### config.mk
export PLATFORM = sky130hd
export DESIGN_NAME = wiring
export DESIGN_NICKNAME = d
export VERILOG_FILES = /design/src/rtl/wiring.sv
export SDC_FILE = /design/constraint.sdc
export NUM_CORES = 2
export LEC_CHECK = 0
export CAP_MARGIN = 15
export CORE_ASPECT_RATIO = 2
export CORE_UTILIZATION = 58
export CTS_CLUSTER_SIZE = 20
export DETAILED_ROUTE_END_ITERATION = 7
export PLACE_DENSITY = 0.74
export SYNTH_ARGS = -nofsm -noshare
export SYNTH_HDL_FRONTEND = slang
export SYNTH_SLANG_ARGS = --single-unit
### constraint.sdc
create_clock -name clock -period 7.65 [get_ports clock]
set_clock_uncertainty 0.1 [all_clocks]
set_input_delay 1.1475 -clock clock [delete_from_list [all_inputs] [get_ports clock]]
set_output_delay 1.1475 -clock clock [all_outputs]
set_load 0.1 [all_outputs]
### src/rtl/wiring.sv
// Single-cycle 32-bit register-to-register datapath: 32x32 register file,
// 18-bit instruction decode, ALU, and a registered result output.
module wiring (
    input  logic        clock,
    input  logic        reset,
    input  logic [17:0] instruct,
    output logic [31:0] muxout
);

    typedef enum logic [2:0] {
        OP_ADD  = 3'b000,
        OP_AND  = 3'b001,
        OP_NAND = 3'b010,
        OP_OR   = 3'b011,
        OP_XOR  = 3'b100,
        OP_SGT  = 3'b101,
        OP_SLL  = 3'b110,
        OP_SRL  = 3'b111
    } op_t;

    logic [31:0] regs [32];

    op_t         op;
    logic [4:0]  rd;
    logic [4:0]  rs;
    logic [4:0]  rt;
    logic [31:0] a;
    logic [31:0] b;
    logic [31:0] result;

    assign op = op_t'(instruct[17:15]);
    assign rd = instruct[14:10];
    assign rs = instruct[9:5];
    assign rt = instruct[4:0];

    // Operands come from the pre-edge register contents; bits[4:0] double as shamt.
    assign a = regs[rs];
    assign b = regs[rt];

    always_comb begin
        result = 32'd0;
        unique case (op)
            OP_ADD:  result = a + b;
            OP_AND:  result = a & b;
            OP_NAND: result = ~(a & b);
            OP_OR:   result = a | b;
            OP_XOR:  result = a ^ b;
            OP_SGT:  result = (a > b) ? 32'd1 : 32'd0;
            OP_SLL:  result = a << rt;
            OP_SRL:  result = a >> rt;
            default: result = 32'd0;
        endcase
    end

    // Reset preloads R[k] = k so a fresh machine has distinct known operands.
    always_ff @(posedge clock) begin
        if (reset) begin
            for (int k = 0; k < 32; k++) begin
                regs[k] <= 32'(k);
            end
            muxout <= 32'd0;
        end else begin
            regs[rd] <= result;
            muxout   <= result;
        end
    end

endmodule

==> results of run 1 <==
cells by family after synthesis:
group | synth area share (%)
compound gates | 8.11
xor+xnor | 0.298
fa+ha+maj | 1.98
buf+inv | 4.33
flops | 50.8
mux | 22.3
simple gates | 12.2
cells in the mapped netlist (96+ instances only):
cell,count
ha_1,96
clkbuf_1,238
nand3_1,143
a22oi_1,129
nand2_1,327
edfxtp_1,1024
mux2i_1,558
mux4_2,357
a21oi_1,129
buf_2,119
o22ai_1,127
nor2_1,1083
metal layers:
metal / GRT usage [%] / GRT overflow
met1: 65.1 / 0
met4: 68.4 / 14
met5: 22.2 / 0
met2: 88.1 / 8
met3: 48.4 / 0
stage by stage:
| stage | worst slack (ps) | cell area (um2) | util (%) |
|---|---|---|---|
| after floorplan | 683 | 61800 | - |
| after global placement | 166 | 66500 | 62.9 |
| after CTS | 883 | 69400 | 65.6 |
| after detailed placement | 146 | 66500 | 62.9 |
==> results.py, run 1 <==
metrics = {
    "yosys": {
        "ys_types": 98,
        "async_flop_share_pct": 0,
        "synth_warnings": 0,
        "ys.flop_type": "edfxtp_1",
        "synth_nets": 5297,
        "synth_area_leaders": "edfxtp_1 (50%), mux4_2 (13%), mux2i_1 (9.0%)",
        "ys_ff_latch": 1056,
        "synth_edf_count": 1024,
        "seq_area_frac_synth_pct": 50.8,
        "synth_area_um2": 61800,
        "yosysTopAreaCell": "edfxtp_1",
        "synth_area_per_cell_um2": 11.9,
        "netlist_instances": 5180,
        "synth_top_area_share_pct": 49.8,
    },
    "die": {
        "initial_utilization_pct": 58.5,
        "rows": 169,
        "die_w_um": 233,
        "pin_count": 52,
        "die_y_um": 464,
    },
    "placed_design": {
        "gp_congestion": 1.23,
        "hpwlAfterDp_um": 218000,
        "io_buffers": 51,
        "dp_cells": 6575,
    },
    "clock_tree": {
        "cts_root_buf": "clkbuf_16",
        "cts_buffer_depth": 3,
        "post_cts_buffers": 0,
        "cts_made_buffers": 85,
        "postCtsHoldBufs": 0,
        "cts_resized": 0,
        "clock_sinks": 1056,
        "h-tree-depth": 3,
    },
    "status": {
        "haltStage": "global routing",
        "toolErrorMsg": "[ERROR GRT-0116] Global routing finished with congestion. Check the congestion regions in the DRC Viewer.",
        "outcome": "stopped before the end",
    },
    "grt": {
        "grt_pass1_wl_um": 491000,
        "grt_usage_pct": 67.5,
        "grt_start_max_net_pins": 66,
        "overflow": 22,
        "grt_pass1_vias": 57437,
    },
}
==> inputs of run 2 (changes only) <==
CORE_ASPECT_RATIO = not set   (was 2)
CORE_UTILIZATION = 40   (was 58)
CTS_CLUSTER_SIZE = not set   (was 20)
PLACE_DENSITY = not set   (was 0.74)
PLACE_DENSITY_LB_ADDON = 0.15   (was not set)
==> results.py, run 2 <==
metrics = {
    "hold_path": {
        "hold_path_class": "primary input to flop",
        "hold_start": "reset",
        "whs_path_depth": 2,
        "holdPathEnd": "muxout[0]",
    },
    "yosys": {
        "netlist_top_cells_count": "nor2_1 (1083), edfxtp_1 (1024), mux2i_1 (558)",
        "synth_nets": 5297,
        "ys_types": 98,
        "ys.flop_type": "edfxtp_1",
        "async_flop_share_pct": 0,
        "synth_area_per_cell_um2": 11.9,
        "seq_area_frac_synth_pct": 50.8,
        "synth_top_area_share_pct": 49.8,
        "yosysTopAreaCell": "edfxtp_1",
        "synth_area_um2": 61800,
        "netlist_instances": 5180,
        "synth_warnings": 0,
        "ys_ff_latch": 1056,
        "synth_area_leaders": "edfxtp_1 (50%), mux4_2 (13%), mux2i_1 (9.0%)",
        "synth_edf_count": 1024,
        "synth.most_common_cell": "nor2_1",
    },
    "clock_tree": {
        "cts_root_buf": "clkbuf_16",
        "cts_tree": "done",
        "cts_resized": 0,
        "post_cts_buffers": 0,
        "h-tree-depth": 3,
        "cts_buffer_depth": 3,
        "cts_made_buffers": 112,
        "clock_latency_ps": 780,
        "postCtsHoldBufs": 0,
        "clock_sinks": 1056,
        "clk_pin_slew_ps": 60,
    },
    "cells_and_area": {
        "fin_area_um2": 70100,
        "ff_latch_area_um2": 31400,
        "largest_register_ffs": 1024,
        "fin_nets": 5309,
        "max_flop_register": "regs",
        "layout_common_cells": "nor2_1 (1079), edfxtp_1 (1024), mux2i_1 (558)",
        "syn2layout_area_growth_pct": 13.4,
        "fill_cells": 13775,
        "final_common_cell": "nor2_1",
        "multi_input_area_um2": 28300,
        "top_regs": "regs (1024), muxout (32)",
        "utilization_pct": 45.9,
        "drive_gt1_share_pct": 19.8,
    },
    "grt": {
        "grt_pass1_vias": 47706,
        "antenna_found_initial": 11,
        "grt_start_max_net_pins": 107,
        "grt_pass1_wl_um": 397000,
        "grt_usage_pct": 36.9,
        "overflow": 0,
    },
    "route": {
        "viasPerCell": 6.83,
        "drt.antenna.violating_nets": 0,
        "route.vias.total": 50029,
        "firstDrtPassIters": 6,
        "initialDrtViolationCount": 8475,
        "wl_per_cell_um": 40.2,
        "drc_errors": 0,
        "routed_wirelength_um": 294000,
    },
    "sta": {
        "fin_hold_ws_ps": 858,
        "fin_crit_sh_pct": 87.5,
        "max_freq_mhz": 149,
        "setup_viol": 0,
        "hold_viol_final": 0,
        "fin_setup_tns_ps": 0,
        "grt_setup_unrepaired": "false",
        "worst_slack_ps": 955,
        "drv_slew": 0,
        "worst_slew_pin_slew_ps": 1250,
        "period_minus_slack_ps": 6700,
        "max_slew_margin_pct": 16.2,
    },
    "critical_path": {
        "critPathArrivalTime_ps": 7060,
        "r2r_start": "regs[31][0]",
        "reg2reg_depth": 21,
        "critPathMaxStageDelay_ps": 900,
        "cp.required_ps": 8020,
        "crit_chain": "clkdlybuf4s50_1, or4b_1, buf_4, o22ai_1, nor4_2, and3_2, ha_1, nor2b_1, o21ai_0, a211oi_1, o21ai_0, buf_4, a21boi_0, o211a_1, or3_1, a21oi_1, buf_4, or2_1, buf_12, nor2_1",
        "crit_start": "instruct[8]",
        "crit_top_cell": "buf_4",
        "r2r_slack_ps": 1760,
        "endpoint_kind": "flop",
        "startpoint_type": "primary input",
        "worstPathMaxFanout": 28,
        "critPathKind": "primary input to flop",
        "crit_slowest_cell": "clkdlybuf4s50_1",
        "r2r_end": "regs[28][20]",
    },
    "power": {
        "ir_worst_vdd_uv": 170,
        "p_seq_share_pct": 41.3,
        "swShare_pct": 32.5,
        "comb_power_share_pct": 24.1,
        "p_sw_mw": 5.30,
        "pwr-share-clk_pct": 34.6,
        "cellPowerDensity_nw_per_um2": 232,
        "cellInternalPower_mw": 11.0,
        "cellLeakagePower_nw": 25.6,
    },
    "die": {
        "die_y_um": 395,
        "die_w_um": 395,
        "core_area_um2": 153000,
        "initial_utilization_pct": 40.5,
        "die_area_um2": 156000,
        "pin_count": 52,
        "rows": 143,
    },
    "placed_design": {
        "placed_cell_area_um2": 66300,
        "gp_congestion": 1.06,
        "io_buffers": 51,
        "place_ws_ps": 376,
        "hpwlAfterDp_um": 182000,
    },
    "flow_run": {
        "max-cap-violations": 0,
    },
    "status": {
        "outcome": "finished, final reports clean",
    },
}
-- run 2: cell counts after synthesis --
No cell type changed its count.
-- run 2: critical path: cells and delay by family --
kind | cells | cell delay [ps]
buffers and inverters | 5 | 1960
and+or+nand+nor | 7 | 1920
adders and majority gates | 1 | 320
AOI/OAI and AO/OA | 7 | 1670
-- run 2: how the worst max path moves through the flow --
| stage | end | depth (start not counted) | slack (ps) |
|---|---|---|---|
| floorplan | regs[16][31] | 20 | 680 |
| global placement | regs[2][20] | 20 | 430 |
| detailed placement | regs[4][20] | 20 | 380 |
| CTS | regs[29][20] | 20 | 1150 |
| global route | regs[29][20] | 22 | 770 |
| finish | regs[28][20] | 20 | 950 |
-- run 2: through the flow --
| stage | total power, mW | cells |
|---|---|---|
| finish | 16.3 | 7324 |
| detailed placement | 10.6 | 7108 |
| global route | 16.6 | 7318 |
| CTS | 16.2 | 7317 |
| floorplan | 8.96 | 5180 |
| global placement | 10.6 | 7108 |
-- run 2: area by class of cell --
type                       count  share of cell area, %
tap                         2030                   3.62
clock buffer                 157                   4.53
multi-input combinational   3552                   40.4
clock inverter                52                  0.825
antenna                        7                 0.0250
inverter                      95                  0.518
timing repair buffer         375                   5.28
sequential                  1056                   44.8
-- run 2: logic make-up (layout without fill, tap and decap cells) --
kind of cell / count (synthesis) / count (layout) / synth area share (%)
xor gates and xnor gates: 21 / 21 / 0.298
and+or+nand+nor: 1783 / 1783 / 12.2
DFF: 1056 / 1056 / 50.8
other: 0 / 7 / 0
adders and majority gates: 97 / 97 / 1.98
AOI/OAI and AO/OA: 725 / 725 / 8.11
buffers and inverters: 572 / 679 / 4.33
muxes: 926 / 926 / 22.3
-- run 2: power groups by stage --
stage               Clock [mW]  Combinational, mW  Sequential, mW
global route              5.86               4.01            6.74
detailed placement           0               3.77            6.84
CTS                       5.65               3.78            6.72
floorplan                    0               2.01            6.95
global placement             0               3.79            6.83
finish                    5.64               3.93            6.72
-- run 2: layer usage --
layer	track usage, %	share of wire [%]	vias to the layer above	routed length, um
met5	0	0.013	-	38
li1	-	-	19637	-
met3	9.98	13	830	36900
met2	55.9	45	3963	131000
met1	47.7	37	25593	108000
met4	20.8	6.2	6	18300
Power figures use the tool's default switching activity.
